`src/rtl/logic_op_issue_fifo.sv`:
```
`default_nettype none
// ============================================================================
// Module   : logic_op_issue_fifo
// Brief    : Circular operation FIFO with a registered issue stage feeding the
//            logic unit; valid/ready input side, hold/issue output side.
// Revision : 1.0 - initial release
// ============================================================================
module logic_op_issue_fifo #(
   parameter int data_size    = 8,
   parameter int op_code_size = 2,
   parameter int depth        = 4,
   parameter int addr_size    = 2
) (
   input  logic                    clk,
   input  logic                    reset_ah_in,
   input  logic [data_size-1:0]    a_in,
   input  logic [data_size-1:0]    b_in,
   input  logic [op_code_size-1:0] op_code_in,
   input  logic                    valid_in,
   output logic                    ready_out,
   input  logic                    flush_in,
   input  logic                    hold_in,
   output logic [data_size-1:0]    a_out,
   output logic [data_size-1:0]    b_out,
   output logic [op_code_size-1:0] op_code_out,
   output logic                    issue_out,
   output logic [addr_size:0]      count_out
);

   localparam logic [addr_size:0]   c_depth   = (addr_size+1)'(depth);
   localparam logic [addr_size-1:0] c_ptr_one = addr_size'(1);

   logic [data_size-1:0]    r_mem_a  [depth];
   logic [data_size-1:0]    r_mem_b  [depth];
   logic [op_code_size-1:0] r_mem_op [depth];

   logic [addr_size-1:0]    r_wr_ptr;
   logic [addr_size-1:0]    r_rd_ptr;
   logic [addr_size:0]      r_count;
   logic [data_size-1:0]    r_a;
   logic [data_size-1:0]    r_b;
   logic [op_code_size-1:0] r_op;
   logic                    r_issue;

   logic                    w_push;
   logic                    w_pop;
   logic                    w_stage_free;
   logic [addr_size:0]      w_count_nxt;

   assign ready_out    = ~reset_ah_in & (r_count < c_depth);
   assign w_push       = valid_in & ready_out;
   // A staged op may be replaced unless the consumer is holding a valid one.
   assign w_stage_free = ~r_issue | ~hold_in;
   assign w_pop        = (r_count != '0) & w_stage_free;

   always_comb begin
      w_count_nxt = r_count;
      case ({w_push, w_pop})
         2'b10:   w_count_nxt = r_count + 1'b1;
         2'b01:   w_count_nxt = r_count - 1'b1;
         default: w_count_nxt = r_count;
      endcase
   end

   // Storage array carries no reset; validity is tracked by the pointers.
   always_ff @(posedge clk) begin
      if (w_push && !flush_in) begin
         r_mem_a[r_wr_ptr]  <= a_in;
         r_mem_b[r_wr_ptr]  <= b_in;
         r_mem_op[r_wr_ptr] <= op_code_in;
      end
   end

   always_ff @(posedge clk or posedge reset_ah_in) begin
      if (reset_ah_in) begin
         r_wr_ptr <= '0;
         r_rd_ptr <= '0;
         r_count  <= '0;
         r_a      <= '0;
         r_b      <= '0;
         r_op     <= '0;
         r_issue  <= 1'b0;
      end else if (flush_in) begin
         r_wr_ptr <= '0;
         r_rd_ptr <= '0;
         r_count  <= '0;
         r_issue  <= 1'b0;
      end else begin
         r_count <= w_count_nxt;
         if (w_push) begin
            r_wr_ptr <= r_wr_ptr + c_ptr_one;
         end
         if (w_pop) begin
            r_a      <= r_mem_a[r_rd_ptr];
            r_b      <= r_mem_b[r_rd_ptr];
            r_op     <= r_mem_op[r_rd_ptr];
            r_issue  <= 1'b1;
            r_rd_ptr <= r_rd_ptr + c_ptr_one;
         end else if (w_stage_free) begin
            r_issue  <= 1'b0;
         end
      end
   end

   assign a_out       = r_a;
   assign b_out       = r_b;
   assign op_code_out = r_op;
   assign issue_out   = r_issue;
   assign count_out   = r_count;

endmodule
`default_nettype wire

```
`config.mk`:
```
export PLATFORM = sky130hd
export DESIGN_NAME = logic_op_issue_fifo
export DESIGN_NICKNAME = d
export VERILOG_FILES = /design/src/rtl/logic_op_issue_fifo.sv
export SDC_FILE = /design/constraint.sdc
export NUM_CORES = 1
export LEC_CHECK = 0
export ABC_AREA = 0
export BUFFER_PORTS_ARGS = -buffer_cell sky130_fd_sc_hd__buf_2
export CELL_PAD_IN_SITES_DETAIL_PLACEMENT = 0
export CELL_PAD_IN_SITES_GLOBAL_PLACEMENT = 1
export CORE_ASPECT_RATIO = 1.25
export CORE_MARGIN = 2
export CORE_UTILIZATION = 45
export CTS_BUF_LIST = sky130_fd_sc_hd__clkbuf_8 sky130_fd_sc_hd__clkbuf_16
export DETAILED_ROUTE_END_ITERATION = 8
export HOLD_SLACK_MARGIN = 0.03
export PLACE_DENSITY_LB_ADDON = 0.1
export SLEW_MARGIN = 25
export SYNTH_ARGS = -nofsm -noshare
export SYNTH_HDL_FRONTEND = slang
export SYNTH_SLANG_ARGS = --single-unit
```
`constraint.sdc`:
```
create_clock -name clk -period 4.6 [get_ports clk]
set_input_delay 0.23 -clock clk [delete_from_list [all_inputs] [get_ports clk]]
set_output_delay 0.23 -clock clk [all_outputs]
set_load 0.02 [all_outputs]
```
======== Word level (Yosys, flattened, before mapping) ========
Memory sizes are Yosys's and may differ from the RTL's. A register that Yosys moved wholly into a read port is not among the register bits.
Cells that the tools add are included.
word-level totals
  bits of input ports ..................... 23
  output and inout bits ................... 23
  RAM bits ................................ 72
  word-level logic and storage cells ...... 41
  memories ................................ 3
  register bits ........................... 8
operators by class
  $add $sub $neg .......................... 4
  reductions and logical operators ........ 8
  equal/unequal tests ..................... 2
  mux-type cells .......................... 11
  magnitude comparators ................... 1
  bitwise logic cells ..................... 8
memory list
  memory    words  width  read ports  clocked after Yosys merged registers in  write ports  line  text
  r_mem_a   4      8      1           1                                        1            33    logic [data_size-1:0] r_mem_a [depth];
  r_mem_b   4      8      1           1                                        1            34    logic [data_size-1:0] r_mem_b [depth];
  r_mem_op  4      2      1           1                                        1            35    logic [op_code_size-1:0] r_mem_op [depth];
operators by type and width
  kind                   number
  $reduce_bool A3 Y1     3
  $mux W2                4
  $pmux W3 S2            1
  $mux W1                5
  $add A2 B1 Y2 const B  2
  $not A1 Y1             4
  $reduce_bool A2 Y1     2
  $add A3 B1 Y3 const B  1
  $and A1 B1 Y1          3
  $lt A3 B3 Y1 const B   1
  $mux W3                1
  $sub A3 B1 Y3 const B  1
  $eq A2 B1 Y1 const B   1
  $eq A2 B2 Y1 const B   1
  $reduce_and A2 Y1      1
  $logic_and A1 B1 Y1    1
  $logic_not A1 Y1       1
  $or A1 B1 Y1           1

======== Longest topological paths before layout ========
Gate-level depths: netlist (run 1).
  depth after elaboration ................. 6
  depth in mapped cells ................... 7
  mapped depth without buffers ............ 6

======== Worst setup path after synthesis (run 1) ========
No wires, ideal clock.
  path type ............................... reg-to-reg
  from .................................... register r_count[2] (netlist: count_out[2])
  to ...................................... memory r_mem_a[0][0] (enable)
  stages on the path, launching flop included .. 4
  setup time .............................. 0.376 ns
  setup slack ............................. 2.490 ns
  arrival ................................. 1.734 ns
  buffers on the path ..................... 0
  required time ........................... 4.224 ns
  period minus slack after synthesis ...... 2.110 ns
  cells stage by stage .................... dfrtp_1 or3b_2 nor2_1 and2_1
on the way
  longest elaborated chain between the ends .. 6
ends and longest elaborated chain
  element                        line  text
  start: declaration             39    logic [addr_size:0] r_count;
  start signal: assignment       89    r_count <= w_count_nxt;
  $lt A3 B3 Y1                   50    assign ready_out = ~reset_ah_in & (r_count < c_depth);
  $and A1 B1 Y1                  50
  $and A1 B1 Y1                  51    assign w_push = valid_in & ready_out;
  $logic_and A1 B1 Y1            67    if (w_push && !flush_in) begin
  $mux W1                        67
  $mux W1 (implied by the code)  68    r_mem_a[r_wr_ptr] <= a_in;
  end: declaration               33
No other way between the ends.

======== Worst setup path in the final report (run 1) ========
  from .................................... input reset_ah_in
  to ...................................... memory r_mem_a[0][4] (enable)
on the way
  longest elaborated chain between the ends .. 6
ends and longest elaborated chain
  element                        line  text
  start: declaration             15    input logic reset_ah_in,
  $not A1 Y1                     50
  $and A1 B1 Y1                  50
  $and A1 B1 Y1                  51
  $logic_and A1 B1 Y1            67
  $mux W1                        67
  $mux W1 (implied by the code)  68
No other way between the ends.

==> results of run 1 <==
-- worst min path at each step --
stage / startpoint / end / slack, ps / cells after the start
after global routing: b_in[7] / r_mem_b[2][7]$_DFFE_PP_ / 50 / 1
after detailed placement: reset_ah_in / count_out[0]$_DFFE_PP0P_ / 370 / 2
after global placement: b_in[1] / r_mem_b[3][1]$_DFFE_PP_ / 440 / 1
after CTS: op_code_in[0] / r_mem_op[3][0]$_DFFE_PP_ / 80 / 1
final: b_in[2] / r_mem_b[1][2]$_DFFE_PP_ / 90 / 1
after floorplan: reset_ah_in / a_out[0]$_DFFE_PP0P_ / 270 / 1
-- worst register-to-register path, stage by stage (launching register included) --
cell,delay [ps]
dfrtp_1,480
or3b_2,540
nor2_1,230
and2_1,800
-- registers in the layout (all words and copies together), names as in the netlist --
register	cells
r_rd_ptr	2
a_out	8
r_mem_op	8
count_out	3
r_wr_ptr	2
b_out	8
op_code_out	2
r_mem_b	32
issue_out	1
r_mem_a	32
-- power by group through the flow --
stage | Clock (W) | Combinational [W] | Sequential, W
finish | 0.000559 | 0.000713 | 0.00116
global route | 0.000612 | 0.000771 | 0.00118
floorplan | 0 | 0.000427 | 0.00127
detailed placement | 0 | 0.000713 | 0.00119
global placement | 0 | 0.000696 | 0.00118
CTS | 0.000573 | 0.000715 | 0.00116
-- through the flow --
stage               cell area, um^2  hold slack (ps)  total power (W)  util [%]  worst slack (ps)
floorplan                      3850              270          0.00170         -              2490
global placement               4150              442          0.00187      50.0              2240
detailed placement             4150              374          0.00190      50.0              2140
CTS                            4360             75.1          0.00245      52.6              2070
global route                   4370             52.5          0.00257      52.7              1980
finish                         4370             85.8          0.00243      52.7              2100
-- metal layers --
layer	vias to the layer above	global-route usage, %	share of wire (%)
met4	0	5.36	1.0
li1	861	-	-
met3	6	4.91	3.9
met2	38	25.5	52
met5	-	0	0
met1	966	20.4	43
-- cells in the mapped netlist, types with 2 or more instances --
master,instances
nand2_1,3
buf_2,2
nor2b_1,2
inv_1,3
ha_1,4
mux4_2,18
o21ai_0,2
nor3_4,2
and2_1,4
nor2_1,6
mux2_2,20
a21oi_1,5
edfxtp_1,72
dfrtp_1,26
o211ai_1,2
nand4_1,3
nand4b_1,2
-- area by class of cell --
type                            count  area, um^2
Clock buffer                        9         124
Inverter                            3        11.3
Clock inverter                      7        76.3
Timing Repair Buffer               48         258
Multi-Input combinational cell     84         967
Tap cell                           97         121
Fill cell                         662        3920
Sequential cell                    98        2810
-- logic make-up (layout without fill, tap and decap cells) --
family / count (synthesis) / count (layout) / synth area share (%)
compound gates: 10 / 10 / 1.46
xor+xnor: 1 / 1 / 0.228
fa+ha+maj: 5 / 5 / 1.82
buf+inv: 10 / 67 / 1.76
flops: 98 / 98 / 73.1
mux: 38 / 38 / 16.4
simple gates: 30 / 30 / 5.24
==> metrics.md, run 1 <==
| Metric | Value |
|---|---|
| Status | finished clean |
| Worst ir drop on vdd | 276 uV |
| CP cell instances | dlygate4sd3_1 -> buf_2 -> or3b_2 -> nor2_1 -> and2_1 |
| Worst-path clk slew | 100 ps |
| Syn_nets | 220 |
| Switch Pwr | 0.000763 W |
| Leading cell type in the layout, fill and taps excluded | edfxtp_1 |
| Die ar. | 0.00931 mm^2 |
| Area contributors post-synth | edfxtp_1 (56%), dfrtp_1 (17%), mux4_2 (11%), mux2_2 (5.9%), ha_1 (1.3%) |
| R2R Setup Slk | 2170 ps |
| Clock share of power | 23.0% |
| EDFF count, synth | 72 |
| Fin. Hold Viols | 0 |
| Reg2reg start | count_out[2]$_DFFE_PP0P_ |
| Final setup vio count | 0 |
| Crit path DAT | 2480 ps |
| Number of max-cap violations | 0 |
| First-pass GRT wire length | 10.8 mm |
| Cells after DPL | 328 |
| Slew HR | 35.9% |
| Total negative slack | 0 ps |
| Area delta synth->final | 13.6% |
| Remaining global-route overflow | 0 |
| Syn Inst Count | 192 |
| Commonest cells after routing, fill and taps aside | edfxtp_1 (72), buf_2 (45), dfrtp_1 (26) |
| GRT Total Usage | 15.8% |
| Worst Path Buf+Inv | 2 |
| Origin of the worst setup path | reset_ah_in |
| H-tree depth | 3 |
| Final wirelength | 6.58 mm |
| Startpoint Class | input pin |
| Num CTS Buffers | 9 |
| Critical path's top delay family | simple AND/OR/NAND/NOR gates |
| Core box area | 0.00829 mm^2 |
| Max Fclk | 0.400 GHz |
| DR iter-0 viols | 87 |
| Vias in the first global route | 2049 |
| Crit path capture | r_mem_a[0][4]$_DFFE_PP_ |
| Post-DRT Antenna Nets | 0 |
| Largest net degree at the start of global routing | 27 |
| Class of the worst hold path | in2reg |
| Root Driver | clkbuf_8 |
| Synth unique cells | 33 |
| DRT Pass-1 Iters | 4 |
| Hold-fix buffers, CTS | 1 |
| Layout cells sized above 1 | 43.8% |
| # DRC | 0 |
| Clk sink count | 98 |
| Synth top area share | 56.2% |
| Synth area leader | edfxtp_1 |
| Cts repair resizes | 0 |
| RSZ-0062 raised after global routing | no |
| Slew Viols, Final | 0 |
| Worst slew pin tran | 962 ps |
| CP Class | in2reg |
| FP Rows | 37 |
| Final std cells w/o fill | 346 |
| Starting Density | 46.4% |
| Post-Syn Area per Cell | 20.0 um^2 |
| Critical Path End Type | flop |
| Vias post-DR | 1871 |
| Worst clock skew | 6.94 ps |
| CTS tree | yes |
| Final HPWL DP | 4.27 mm |
| Synth Register Bits | 98 |
| Die Ht | 107 um |
| Worst-skew pair later-pin latency | 350 ps |
| Worst path depth | 5 |
| Drt wl/cell | 19.0 um |
| Register area share after synthesis | 73.1% |
| Crit path largest cell delay | 800 ps |
| Worst path slowest cell | and2_1 |
| Initial antenna violation count | 0 |
| Combinational Power Share | 29.3% |
| Sequential share of power | 47.7% |
| FF-to-FF End | r_mem_a[0][4]$_DFFE_PP_ |
| Vias per cell | 5.41 |
| Num ports | 46 |
| Top FF cell, synth | edfxtp_1 |
| Sw Share | 31.4% |
| Die Width | 86.7 um |
| Clock buffer depth | 2 |
| Total setup buffers inserted after CTS | 0 |
| Pleak | 1.57 nW |
| Mapped Area | 0.00385 mm^2 |
| Final net count | 272 |
| FF-to-FF path depth | 3 |
| Max Fanout on Critical Path | 18 |
| Pint | 0.00167 W |
| Async S/R FF share, synth | 26.5% |
| Pwr Density | 557 mW/mm^2 |
| IO buf count | 45 |
| Yosys warns | 0 |
| Final GP Congestion | 0.856 |
| Min Clock Period, post-route | 2500 ps |
| CP required | 4580 ps |
| Period utilisation layout | 54.4% |
| Ant diodes | 0 |
Note: power is estimated with default switching activity, not from simulation.
==> run 2, diff against run 1 <==
Settings changed: ABC_AREA 0 to 1, CORE_UTILIZATION 45 to 42.
Clock period 4.6 ns to 2.1 ns, I/O delays scaled along.
==> metrics.md, run 2 <==
| Metric | Value |
|---|---|
| Number of max-cap violations | 0 (unchanged) |
| Startpoint Class | flop (was input pin) |
| Origin of the worst setup path | count_out[0]$_DFFE_PP0P_ (was reset_ah_in) |
| DR iter-0 viols | 146 (was 87) |
| Registers with the most flip-flops | r_mem_a: 32 flops, r_mem_b: 32 flops (unchanged) |
| Slew Viols, Final | 0 (unchanged) |
| Area contributors post-synth | edfxtp_1 (55%), dfrtp_1 (16%), o21ai_0 (6.3%), nand2_1 (6.1%), nor2_1 (5.7%) (was edfxtp_1 (56%), dfrtp_1 (17%), mux4_2 (11%), mux2_2 (5.9%), ha_1 (1.3%)) |
| EDFF count, synth | 72 (unchanged) |
| RSZ-0062 raised after global routing | no (unchanged) |
| Final Cell Area | 0.00477 mm^2 (was 0.00437 mm^2) |
| Worst slew pin tran | 597 ps (was 962 ps) |
| Synth Register Bits | 98 (unchanged) |
| Pint | 0.00372 W (was 0.00167 W) |
| Min Clock Period, post-route | 1610 ps |
| R2R Setup Slk | 490 ps (was 2170 ps) |
| PnR Total Power | 0.00570 W (was 0.00243 W) |
| GRT Total Usage | 15.8% (about the same) |
| CP required | 2330 ps (was 4580 ps) |
| Critical Path End Type | flop (unchanged) |
| Syn Inst Count | 336 (was 192) |
| Final net count | 435 (was 272) |
| Root Driver | clkbuf_16 (was clkbuf_8) |
| Worst path depth | 9 (was 5) |
| Die Width | 90.7 um (was 86.7 um) |
| Hold path startpoint | valid_in (was b_in[2]) |
| Commonest cells after routing, fill and taps aside | edfxtp_1 (72), nand2_1 (64), nor2_1 (60) (was edfxtp_1 (72), buf_2 (45), dfrtp_1 (26)) |
| Reg2reg start | count_out[0]$_DFFE_PP0P_ (was count_out[2]$_DFFE_PP0P_) |
| Final HPWL DP | 4.65 mm (was 4.27 mm) |
| H-tree depth | 3 (unchanged) |
| Total negative slack | 0 ps (unchanged) |
| Register area share after synthesis | 71.2% (was 73.1%) |
| Max Fclk | 0.620 GHz |
| Worst-path clk slew | 60 ps (was 100 ps) |
| Area of placed instances | 0.00430 mm^2 (was 0.00415 mm^2) |
| Vias per cell | 4.71 (was 5.41) |
| CP cell instances | inv_1 -> nand3_2 -> nand3_1 -> inv_1 -> fa_1 -> inv_1 -> nand3_1 -> nand3_1 -> nand2_1 (was dlygate4sd3_1 -> buf_2 -> or3b_2 -> nor2_1 -> and2_1) |
| Vias in the first global route | 2469 (was 2049) |
| Critical path's top delay family | simple AND/OR/NAND/NOR gates (unchanged) |
| Class of the worst hold path | in2reg (unchanged) |
| Area delta synth->final | 20.7% (was 13.6%) |
| Most frequent cells after synthesis | edfxtp_1 (72), nand2_1 (64), nor2_1 (60), o21ai_0 (50), dfrtp_1 (26) (was edfxtp_1 (72), dfrtp_1 (26), mux2_2 (20), mux4_2 (18), nor2_1 (6)) |
| Post-Syn Area per Cell | 11.8 um^2 (was 20.0 um^2) |
| Pleak | 1.98 nW (was 1.57 nW) |
| Worst ir drop on vdd | 517 uV (was 276 uV) |
| Synth area leader | edfxtp_1 (unchanged) |
| Num ports | 46 (unchanged) |
| Crit path DAT | 1840 ps (was 2480 ps) |
| Leading cell type in the layout, fill and taps excluded | edfxtp_1 (unchanged) |
| FP Rows | 39 (was 37) |
| Switch Pwr | 0.00198 W (was 0.000763 W) |
| Num CTS Buffers | 9 (unchanged) |
| Crit path largest cell delay | 410 ps (was 800 ps) |
| Final setup vio count | 0 (unchanged) |
| Largest net degree at the start of global routing | 38 (was 27) |
| Status | finished clean (unchanged) |
| Clk sink count | 98 (unchanged) |
| CP Class | reg2reg (was in2reg) |
| Hold EP | r_wr_ptr[0]$_DFFE_PP0P_ (was r_mem_b[1][2]$_DFFE_PP_) |
| FF-to-FF path depth | 9 (was 3) |
| Worst Path Buf+Inv | 3 (was 2) |
| Die ar. | 0.0102 mm^2 (was 0.00931 mm^2) |
| Initial antenna violation count | 0 (unchanged) |
| Final wirelength | 7.33 mm (was 6.58 mm) |
| Synth unique cells | 27 (was 33) |
| Period utilisation layout | 76.8% |
| IO buf count | 45 (unchanged) |
| FF-to-FF End | count_out[2]$_DFFE_PP0P_ (was r_mem_a[0][4]$_DFFE_PP_) |
| Max Fanout on Critical Path | 4 (was 18) |
| Final std cells w/o fill | 535 (was 346) |
| Top FF cell, synth | edfxtp_1 (unchanged) |
| First-pass GRT wire length | 12.2 mm (was 10.8 mm) |
| WHS | 120 ps (was 85.8 ps) |
| Layout cells sized above 1 | 18.9% (was 43.8%) |
| Clock share of power | 25.5% (was 23.0%) |
| Mapped Area | 0.00395 mm^2 (was 0.00385 mm^2) |
| Slew HR | 60.2% (was 35.9%) |
| Fin. Hold Viols | 0 (unchanged) |
| # DRC | 0 (unchanged) |
| Core box area | 0.00913 mm^2 (was 0.00829 mm^2) |
| Top-count cell post-synth | edfxtp_1 (unchanged) |
| Cells after DPL | 499 (was 328) |
| Yosys warns | 0 (unchanged) |
| Syn_nets | 364 (was 220) |
| Synth top area share | 54.7% (was 56.2%) |
| Worst clock skew | 4.89 ps (was 6.94 ps) |
| Worst-skew pair later-pin latency | 340 ps (was 350 ps) |
| Final GP Congestion | 0.705 (was 0.856) |
| Clock buffer depth | 2 (unchanged) |
| Starting Density | 43.3% (was 46.4%) |
| Die Ht | 112 um (was 107 um) |
| Cts repair resizes | 0 (unchanged) |
| CTS tree | yes (unchanged) |
| Post-DRT Antenna Nets | 0 (unchanged) |
| Vias post-DR | 2519 (was 1871) |
| Ant diodes | 0 (unchanged) |
| Async S/R FF share, synth | 26.5% (unchanged) |
| Sequential share of power | 43.1% (was 47.7%) |
| Pwr Density | 1190 mW/mm^2 (was 557 mW/mm^2) |
| Hold Path Stages | 4 (was 1) |
| DRT Pass-1 Iters | 4 (unchanged) |
| Combinational Power Share | 31.4% (was 29.3%) |
| Worst path slowest cell | dfrtp_1 (was and2_1) |
| Drt wl/cell | 13.7 um (was 19.0 um) |
| Sw Share | 34.7% (was 31.4%) |
| Remaining global-route overflow | 0 (unchanged) |
run 2: cell count changes after synthesis, moves of 11 or more:
cell     change
nand2_1     +61
nor2_1      +54
o21ai_0     +48
mux2_2      -20
mux4_2      -18
inv_1       +11
run 2: layer usage:
layer  global-route usage, %  vias up  share of wire, %
met3                    2.95       11               3.3
li1                        -     1273                 -
met4                    8.92        0               2.3
met2                    25.2       54                48
met5                       0        -                 0
met1                    20.5     1181                47
run 2: what timing repair did:
action,in CTS,in global routing
hold endpoints to repair,99,0
hold buffers,20,0
setup buffers,0,0
run 2: logic make-up after synthesis:
group	Yosys count	share of synthesized area (%)
adder cells (fa/ha/maj)	5	1.77
AO/OA/AOI/OAI	62	7.95
flip-flops	98	71.2
AND/OR/NAND/NOR	139	14.5
buffers and inverters	32	4.56
run 2: cell type report:
type	count	area, um^2
fill	847	4360
tap	123	154
timing repair buffer	73	485
multi-input combinational	206	957
inverter	19	95.1
clock buffer	10	239
clock inverter	6	26.3
sequential	98	2810
run 2: how the worst max path moves through the flow:
stage / end / slack, ps
finish: count_out[2]$_DFFE_PP0P_ / 490
global route: count_out[2]$_DFFE_PP0P_ / 280
CTS: count_out[2]$_DFFE_PP0P_ / 470
detailed placement: r_mem_a[1][6]$_DFFE_PP_ / 480
global placement: count_out[2]$_DFFE_PP0P_ / 500
floorplan: r_mem_a[0][0]$_DFFE_PP_ / -170
run 2: worst min-delay path: cells and delay by family:
family / cells / cell delay, ps
simple gates: 2 / 150
buf+inv: 1 / 80
compound gates: 1 / 70
run 2: power by group through the flow:
stage	logic, W	registers, W	clock network, W
floorplan	0.00111	0.00272	0
global placement	0.00179	0.00249	0
detailed placement	0.00180	0.00250	0
CTS	0.00183	0.00246	0.00150
global route	0.00206	0.00249	0.00159
finish	0.00179	0.00246	0.00145
run 2: per-stage QoR:
stage / util, % / setup slack [ps]
6_report: 52.3 / 488
2_1_floorplan: - / -165
3_5_place_dp: 47.2 / 481
4_1_cts: 52.3 / 472
3_3_place_gp: 47.2 / 504
5_1_grt: 52.3 / 278
